[config.mk]
export PLATFORM = sky130hd
export DESIGN_NAME = pipe_stage_reg
export DESIGN_NICKNAME = d
export VERILOG_FILES = /design/src/rtl/pipe_pkg.sv /design/src/rtl/pipe_entry_reg.sv /design/src/rtl/pipe_stage_reg.sv
export SDC_FILE = /design/constraint.sdc
export NUM_CORES = 1
export LEC_CHECK = 0
export BUFFER_PORTS_ARGS = -buffer_cell sky130_fd_sc_hd__buf_4
export CAP_MARGIN = 40
export CELL_PAD_IN_SITES_DETAIL_PLACEMENT = 0
export CELL_PAD_IN_SITES_GLOBAL_PLACEMENT = 2
export CORE_MARGIN = 1
export CORE_UTILIZATION = 33
export CTS_CLUSTER_DIAMETER = 30
export DETAILED_ROUTE_END_ITERATION = 12
export GPL_TIMING_DRIVEN = 0
export PLACE_DENSITY = 0.76
export REMOVE_ABC_BUFFERS = 1
export SLEW_MARGIN = 40
export SYNTH_ARGS = -nofsm -noshare
export SYNTH_HDL_FRONTEND = slang
export SYNTH_SLANG_ARGS = --single-unit
[constraint.sdc]
create_clock -name clk -period 13.25 [get_ports clk]
set_input_delay 2.65 -clock clk [delete_from_list [all_inputs] [get_ports clk]]
set_output_delay 2.65 -clock clk [all_outputs]
set_load 0.005 [all_outputs]
[src/rtl/pipe_pkg.sv]
// Shared pipeline definitions: payload/control layouts and pack helpers so every
// stage builds the inter-stage register contents the same way.
package pipe_pkg;

    localparam int PIPE_DATA_W = 128;
    localparam int PIPE_CTRL_W = 8;

    // Control-field widths of each stage boundary
    localparam int IF_ID_CTRL_W  = 1;
    localparam int ID_EX_CTRL_W  = 8;
    localparam int EX_MEM_CTRL_W = 3;
    localparam int MEM_WB_CTRL_W = 2;

    localparam int REG_ID_W = 4;
    localparam int WORD_W   = 32;
    localparam int IMM_W    = 24;

    localparam int ID_EX_SRC_LSB  = 0;
    localparam int ID_EX_DEST_LSB = ID_EX_SRC_LSB + REG_ID_W;
    localparam int ID_EX_IMM_LSB  = ID_EX_DEST_LSB + REG_ID_W;
    localparam int ID_EX_VAL2_LSB = ID_EX_IMM_LSB + IMM_W;
    localparam int ID_EX_VAL1_LSB = ID_EX_VAL2_LSB + WORD_W;
    localparam int ID_EX_PC_LSB   = ID_EX_VAL1_LSB + WORD_W;

    localparam int CTRL_WB_EN_BIT    = 0;
    localparam int CTRL_MEM_R_EN_BIT = 1;
    localparam int CTRL_MEM_W_EN_BIT = 2;
    localparam int CTRL_B_BIT        = 3;
    localparam int CTRL_S_BIT        = 4;
    localparam int CTRL_EXE_CMD_LSB  = 5;
    localparam int EXE_CMD_W         = 3;

    // Field order matches the *_LSB offsets above (pc in the MSBs)
    typedef struct packed {
        logic [WORD_W-1:0]   pc;
        logic [WORD_W-1:0]   val1;
        logic [WORD_W-1:0]   val2;
        logic [IMM_W-1:0]    imm;
        logic [REG_ID_W-1:0] dest;
        logic [REG_ID_W-1:0] src;
    } id_ex_payload_t;

    typedef struct packed {
        logic [EXE_CMD_W-1:0] exe_cmd;
        logic                 s;
        logic                 b;
        logic                 mem_w_en;
        logic                 mem_r_en;
        logic                 wb_en;
    } id_ex_ctrl_t;

    function automatic logic [PIPE_DATA_W-1:0] pack_id_ex_data(input id_ex_payload_t p);
        return p;
    endfunction

    function automatic id_ex_payload_t unpack_id_ex_data(input logic [PIPE_DATA_W-1:0] d);
        return id_ex_payload_t'(d);
    endfunction

    function automatic logic [ID_EX_CTRL_W-1:0] pack_id_ex_ctrl(input id_ex_ctrl_t c);
        return c;
    endfunction

    function automatic id_ex_ctrl_t unpack_id_ex_ctrl(input logic [ID_EX_CTRL_W-1:0] c);
        return id_ex_ctrl_t'(c);
    endfunction

endpackage

[src/rtl/pipe_entry_reg.sv]
// One pipeline slot: valid flag, control field and payload with load and clear.
// Control is zeroed whenever the slot goes invalid so downstream never sees stale control.
module pipe_entry_reg
    import pipe_pkg::*;
#(
    parameter int DATA_W   = PIPE_DATA_W,
    parameter int CTRL_W   = PIPE_CTRL_W,
    parameter bit CLR_DATA = 1'b1
) (
    input  logic              clk,
    input  logic              rst,
    input  logic              load,
    input  logic              clear,
    input  logic              d_valid,
    input  logic [CTRL_W-1:0] d_ctrl,
    input  logic [DATA_W-1:0] d_data,
    output logic              q_valid,
    output logic [CTRL_W-1:0] q_ctrl,
    output logic [DATA_W-1:0] q_data
);

    // An invalid load keeps the old payload to avoid needless toggling
    always_ff @(posedge clk or posedge rst) begin
        if (rst) begin
            q_valid <= 1'b0;
            q_ctrl  <= '0;
            q_data  <= '0;
        end else if (clear) begin
            q_valid <= 1'b0;
            q_ctrl  <= '0;
            if (CLR_DATA) begin
                q_data <= '0;
            end
        end else if (load) begin
            q_valid <= d_valid;
            q_ctrl  <= d_valid ? d_ctrl : '0;
            if (d_valid) begin
                q_data <= d_data;
            end
        end
    end

endmodule

[src/rtl/pipe_stage_reg.sv]
// Generic inter-stage pipeline register with valid/ready handshake, optional skid
// entry, and flush > freeze > bubble control priority.
module pipe_stage_reg
    import pipe_pkg::*;
#(
    parameter int DATA_W   = PIPE_DATA_W,
    parameter int CTRL_W   = PIPE_CTRL_W,
    parameter bit SKID     = 1'b1,
    parameter bit CLR_DATA = 1'b1
) (
    input  logic              clk,
    input  logic              rst,
    input  logic              in_valid,
    output logic              in_ready,
    input  logic [DATA_W-1:0] in_data,
    input  logic [CTRL_W-1:0] in_ctrl,
    output logic              out_valid,
    input  logic              out_ready,
    output logic [DATA_W-1:0] out_data,
    output logic [CTRL_W-1:0] out_ctrl,
    input  logic              flush,
    input  logic              freeze,
    input  logic              bubble,
    output logic [1:0]        occupancy,
    output logic [15:0]       bubble_cnt
);

    logic              main_valid;
    logic [CTRL_W-1:0] main_ctrl;
    logic [DATA_W-1:0] main_data;
    logic              skid_valid;
    logic [CTRL_W-1:0] skid_ctrl;
    logic [DATA_W-1:0] skid_data;

    logic              main_load;
    logic              main_d_valid;
    logic [CTRL_W-1:0] main_d_ctrl;
    logic [DATA_W-1:0] main_d_data;
    logic              skid_load;
    logic              skid_d_valid;
    logic              bubble_slot;
    logic              in_fire;
    logic              out_fire;

    // With a skid entry, in_ready comes straight off the skid valid flop
    always_comb begin
        if (SKID) begin
            in_ready = !skid_valid && !freeze && !bubble;
        end else begin
            in_ready = (!main_valid || out_ready) && !freeze && !bubble;
        end
    end

    assign in_fire  = in_valid && in_ready;
    assign out_fire = main_valid && out_ready;

    always_comb begin
        main_load    = 1'b0;
        main_d_valid = 1'b0;
        main_d_ctrl  = in_ctrl;
        main_d_data  = in_data;
        skid_load    = 1'b0;
        skid_d_valid = 1'b0;
        bubble_slot  = 1'b0;
        if (!flush && !freeze) begin
            if (out_fire || !main_valid) begin
                main_load = 1'b1;
                if (skid_valid) begin
                    main_d_valid = 1'b1;
                    main_d_ctrl  = skid_ctrl;
                    main_d_data  = skid_data;
                    skid_load    = 1'b1;
                    skid_d_valid = in_fire && !bubble;
                end else if (bubble) begin
                    bubble_slot = 1'b1;
                end else begin
                    main_d_valid = in_fire;
                end
            end else if (in_fire && !bubble) begin
                skid_load    = 1'b1;
                skid_d_valid = 1'b1;
            end
        end
    end

    pipe_entry_reg #(
        .DATA_W  (DATA_W),
        .CTRL_W  (CTRL_W),
        .CLR_DATA(CLR_DATA)
    ) main_q (
        .clk    (clk),
        .rst    (rst),
        .load   (main_load),
        .clear  (flush),
        .d_valid(main_d_valid),
        .d_ctrl (main_d_ctrl),
        .d_data (main_d_data),
        .q_valid(main_valid),
        .q_ctrl (main_ctrl),
        .q_data (main_data)
    );

    pipe_entry_reg #(
        .DATA_W  (DATA_W),
        .CTRL_W  (CTRL_W),
        .CLR_DATA(CLR_DATA)
    ) skid_q (
        .clk    (clk),
        .rst    (rst),
        .load   (skid_load && SKID),
        .clear  (flush),
        .d_valid(skid_d_valid),
        .d_ctrl (in_ctrl),
        .d_data (in_data),
        .q_valid(skid_valid),
        .q_ctrl (skid_ctrl),
        .q_data (skid_data)
    );

    always_ff @(posedge clk or posedge rst) begin
        if (rst) begin
            bubble_cnt <= '0;
        end else if (bubble_slot && (bubble_cnt != 16'hFFFF)) begin
            bubble_cnt <= bubble_cnt + 16'd1;
        end
    end

    assign out_valid = main_valid;
    assign out_data  = main_data;
    assign out_ctrl  = main_ctrl;
    assign occupancy = 2'(main_valid) + 2'(skid_valid);

endmodule

=== Word level (Yosys, flattened, before mapping) ===
Cells that the tools add are included.

* Bits of input ports: 143
* Memory bits (read-only): 0
* Latch bits: 0
* Output and inout bits: 156
* Memories: 0
* Logic and storage cells: 68
* Bits in registers: 290
* Bits in writable memories: 0

* $lt $le $gt $ge: 0
* Equal/unequal tests: 1
* Bitwise logic cells: 0
* $add $sub $neg: 2
* Muxes and demuxes: 39
* Divide/modulo/power cells: 0
* Multipliers: 0
* Reduce and logical (&&, ||, !) cells: 19
* Shifts and indexed selects: 0

{| class="wikitable"
|+ Operators by type and width
! kind !! count
|-
| 128-bit 2-to-1 mux || 9
|-
| 8-bit 2-to-1 mux || 9
|-
| 1-bit 2-to-1 mux || 21
|-
| 16-bit by 1-bit adder with 16-bit output (second input constant) || 1
|-
| 16-bit != test (second input constant) || 1
|-
| 2-bit nonzero test || 4
|-
| 1-bit logical AND || 7
|-
| 1-bit zero test || 5
|-
| 2-bit AND reduction || 2
|-
| 1-bit by 1-bit adder with 2-bit output || 1
|-
| 1-bit logical OR || 1
|}

=== Logic depth before layout (Yosys ltp) ===
* Depth after elaboration: 11
* Depth in mapped cells: 7
* Mapped depth without buffers: 6

=== Cells and area by module ===
Synthesis repeated with hierarchy kept, for this count alone.

* Cells, all modules: 1196
* Area, all modules: 15274.6 um^2

{| class="wikitable"
|+ By module, submodules not included
! module !! sequential area each (um^2) !! area an instance (um^2) !! times used !! cells an instance
|-
| pipe_entry_reg || 3428.3 || 6359.8 || 2 || 481
|-
| pipe_stage_reg || 400.4 || 2555.0 || 1 || 234
|}

=== Worst setup path before layout ===
Ideal clock, no wire load.

* Path type: input -> output
* Start: input port freeze
* End: output port in_ready
* Slack: 7.667 ns
* Required time: 10.600 ns
* Data arrival time: 2.933 ns
* Stages on the path: 1
* Path buffers: 0
* Path through: nor3_1

* Cells in the longest elaborated chain, start to end: 3

{| class="wikitable"
|+ RTL lines
! what !! RTL line !! text
|-
| from (decl) || pipe_stage_reg.sv:22 || <nowiki>input logic freeze,</nowiki>
|-
| 1-bit zero test || pipe_stage_reg.sv:48 || <nowiki>in_ready = !skid_valid && !freeze && !bubble;</nowiki>
|-
| 1-bit logical AND (2 in series) || pipe_stage_reg.sv:48 ||
|-
| to (decl) || pipe_stage_reg.sv:14 || <nowiki>output logic in_ready,</nowiki>
|}

No other way between the ends.

=== Worst setup path in the final report ===
Ends and elaborated chain as after synthesis.

==> results_dict.tcl <==
set metrics [dict create \
    drt_iter0_markers 437 \
    ys_types 30 \
    p_int_mw 2.42 \
    cts_buffer_depth 3 \
    cts.sinks 290 \
    synth_seq_cells 290 \
    finalNonFillerCells 2114 \
    p_clk_frac 0.649 \
    path_cells "buf_4 -> nor3_1 -> buf_4" \
    hold_path_startpoint "main_q.q_data[102]" \
    syn_to_final_growth_pct 48.4 \
    yosysSeqAreaShare 0.588 \
    worstPathRequired_ns 10.60 \
    max-vdd-ir-drop_mv 0.121 \
    chipHeight_um 195 \
    final_cell_mix "402 x nand2_1, 297 x buf_4, 289 x dfrtp_1, 136 x o21ai_0, 136 x mux2i_1" \
    totalWireLength_mm 37.0 \
    multi_input_area_mm2 0.00475 \
    clock.fmax_mhz 162 \
    cap_violations 0 \
    dp_hpwl_mm 23.7 \
    r2r-end "skid_q.q_ctrl[7]" \
    seqCellArea_mm2 0.00726 \
    ios 299 \
    syn_area_per_cell_um2 9.80 \
    drv_slew 0 \
    status "completed" \
    finClkSkew_ns 0.0172 \
    port_buffers 298 \
    htree_num_levels 3 \
    cts_tree "done" \
    worstSetupPathType "input pin to output pin" \
    whs_endpoint "main_q.q_data[102]" \
    drt_pre_antenna_iters 4 \
    drive_above_1_share 0.285 \
    cts_setup_buffers 0 \
    rows 70 \
    overflow 0 \
    p_seq_frac 0.301 \
    cts_buffers 83 \
    total_power_mw 3.06 \
    worstMarginPinSlew_ns 0.737 \
    via_count 10060 \
    path_buf_inv 2 \
    pre_cts_slack_ns 7.05 \
    grt_pass1_wl_mm 59.0 \
    coreArea_mm2 0.0367 \
    wl_per_cell_um 17.5 \
    syn_inst 1259 \
    final_nets 1725 \
    finalCritPeriodShare 0.467 \
    die_width_um 195 \
    route.detailed.drc 0 \
    worstRegToRegCells 6 \
    cpMostUsedCell "buf_4" \
    switching_power_mw 0.644 \
    start_util 0.336 \
    critPathCaptureType "output pin" \
    period_needed_ns 6.19 \
    min_path_cells 2 \
    slew-limit-headroom 0.508 \
    slowest_stage "nor3_1" \
    clk_pin_slew_ns 0.04 \
    dieArea_mm2 0.0382 \
    vias_per_cell 4.76 \
    critPathTopFamily "simple AND/OR/NAND/NOR gates" \
    holdWs_ns 0.473 \
    cts-root-buf "clkbuf_16" \
    antenna_found_initial 1 \
    max_stage_delay_ns 0.53 \
    grt_util_all_layers 0.197 \
    sw_frac_of_total 0.210 \
    placedCellCount 1963 \
    power_frac_comb 0.050 \
    hold_violations 0 \
    n_fill_cell 3440 \
    r2r-start "skid_q.q_valid" \
    fin_ws_ns 7.06 \
    rsz0062_at_grt "no" \
    start_kind "input pin" \
    gp_congestion 0.750 \
    r2r_slack_ns 10.59 \
    ctsResizeCount 0 \
    grt_max_degree 76 \
    cp_max_fo 7 \
    critPathArrivalTime_ns 3.54 \
    hold_path_class "flip-flop to flip-flop" \
    netlist_area_mm2 0.0123 \
    ant_nets 0 \
    p_per_area_mw_per_mm2 167 \
    fin_util 0.499 \
    final_common_cell "nand2_1" \
    p_leak_nw 8.23 \
    first_global_vias 10287 \
    yosysWarnings 0 \
    cts_hold_buffers 0 \
    clk_latency_ns 0.57 \
    setup_viol 0 \
]
-- synthesized netlist by cell type --
cell type  count  share of area
buf_1          3        0.00091
a21o_1         1        0.00061
clkbuf_2       1        0.00041
nand3b_1       1        0.00061
nor3_1         2        0.00081
ha_1           2         0.0020
dfrtp_1      290           0.59
nand2_1      402           0.12
or3b_1         1        0.00071
and2b_1        1        0.00061
and3_1         5         0.0025
a31oi_4        1         0.0017
a21oi_1      132          0.054
xor2_1         2         0.0014
nor4_2         2         0.0020
o21ai_1        1        0.00041
nand4_1        7         0.0035
a22oi_1        8         0.0049
nor3b_1        1        0.00061
nor2_1        15         0.0046
xnor2_1       13         0.0092
o21ai_0      136          0.055
inv_1          2        0.00061
or3_4          1        0.00091
buf_2         18         0.0073
or4_1          1        0.00061
clkbuf_1      68          0.021
mux2_1         1        0.00091
mux2i_1      136           0.11
nand3_1        5         0.0020
-- logic make-up after synthesis --
family | share of synthesized area
mux | 0.111
flops | 0.588
xor+xnor | 0.0106
buf+inv | 0.0299
simple gates | 0.142
fa+ha+maj | 0.00203
compound gates | 0.116
-- per-layer routing --
| metal | share of wire | track usage | up-vias |
|---|---|---|---|
| met3 | 0.076 | 0.0710 | 58 |
| met4 | 0.020 | 0.0709 | 0 |
| met5 | 0 | 0 | - |
| li1 | - | - | 4897 |
| met1 | 0.44 | 0.251 | 4851 |
| met2 | 0.47 | 0.306 | 254 |
-- state kept, by name, indices dropped and copies added (netlist names) --
| name | cells |
|---|---|
| main_q.q_data | 128 |
| skid_q.q_data | 128 |
| bubble_cnt | 16 |
| main_q.q_ctrl | 8 |
| skid_q.q_ctrl | 8 |
| main_q.q_valid | 1 |
| skid_q.q_valid | 1 |
-- metrics by stage --
stage          area [um^2]  TNS, ns
6_report             18300        0
5_1_grt              18300        0
4_1_cts              18300        0
3_5_place_dp         15500        0
3_3_place_gp         14800  -647.12
2_1_floorplan        12000        0
-- power by group through the flow --
| stage | clock, mW | sequential, mW | combinational (mW) |
|---|---|---|---|
| 3_3_place_gp | 0 | 0.935 | 0.141 |
| 3_5_place_dp | 0 | 0.934 | 0.157 |
| 5_1_grt | 2.07 | 0.924 | 0.171 |
| 4_1_cts | 2.02 | 0.922 | 0.157 |
| 6_report | 1.98 | 0.922 | 0.153 |
| 2_1_floorplan | 0 | 0.933 | 0.0486 |
-- how the worst max path moves through the flow --
stage	startpoint	endpoint	cells after the start
finish	freeze	in_ready	3
floorplan	rst	bubble_cnt[0]	1
global route	freeze	in_ready	3
global placement	rst	skid_q.q_data[83]	2
detailed placement	freeze	in_ready	3
CTS	freeze	in_ready	3
-- worst register-to-register path, stage by stage (launching register included) --
cell,delay (ns)
dfrtp_4,0.65
nor3_1,0.58
and3_4,0.51
buf_12,0.27
a21oi_1,0.22
a22oi_1,0.24
nor2_1,0.06
-- layout make-up --
cell class                      count  area share
Clock buffer                      122       0.136
Sequential cell                   290       0.396
Clock inverter                     27      0.0188
Antenna cell                        2    0.000273
Tap cell                          468      0.0320
Timing Repair Buffer              326       0.156
Inverter                            2    0.000820
Multi-Input combinational cell    877       0.259
Note: power is estimated with default switching activity, not from simulation.
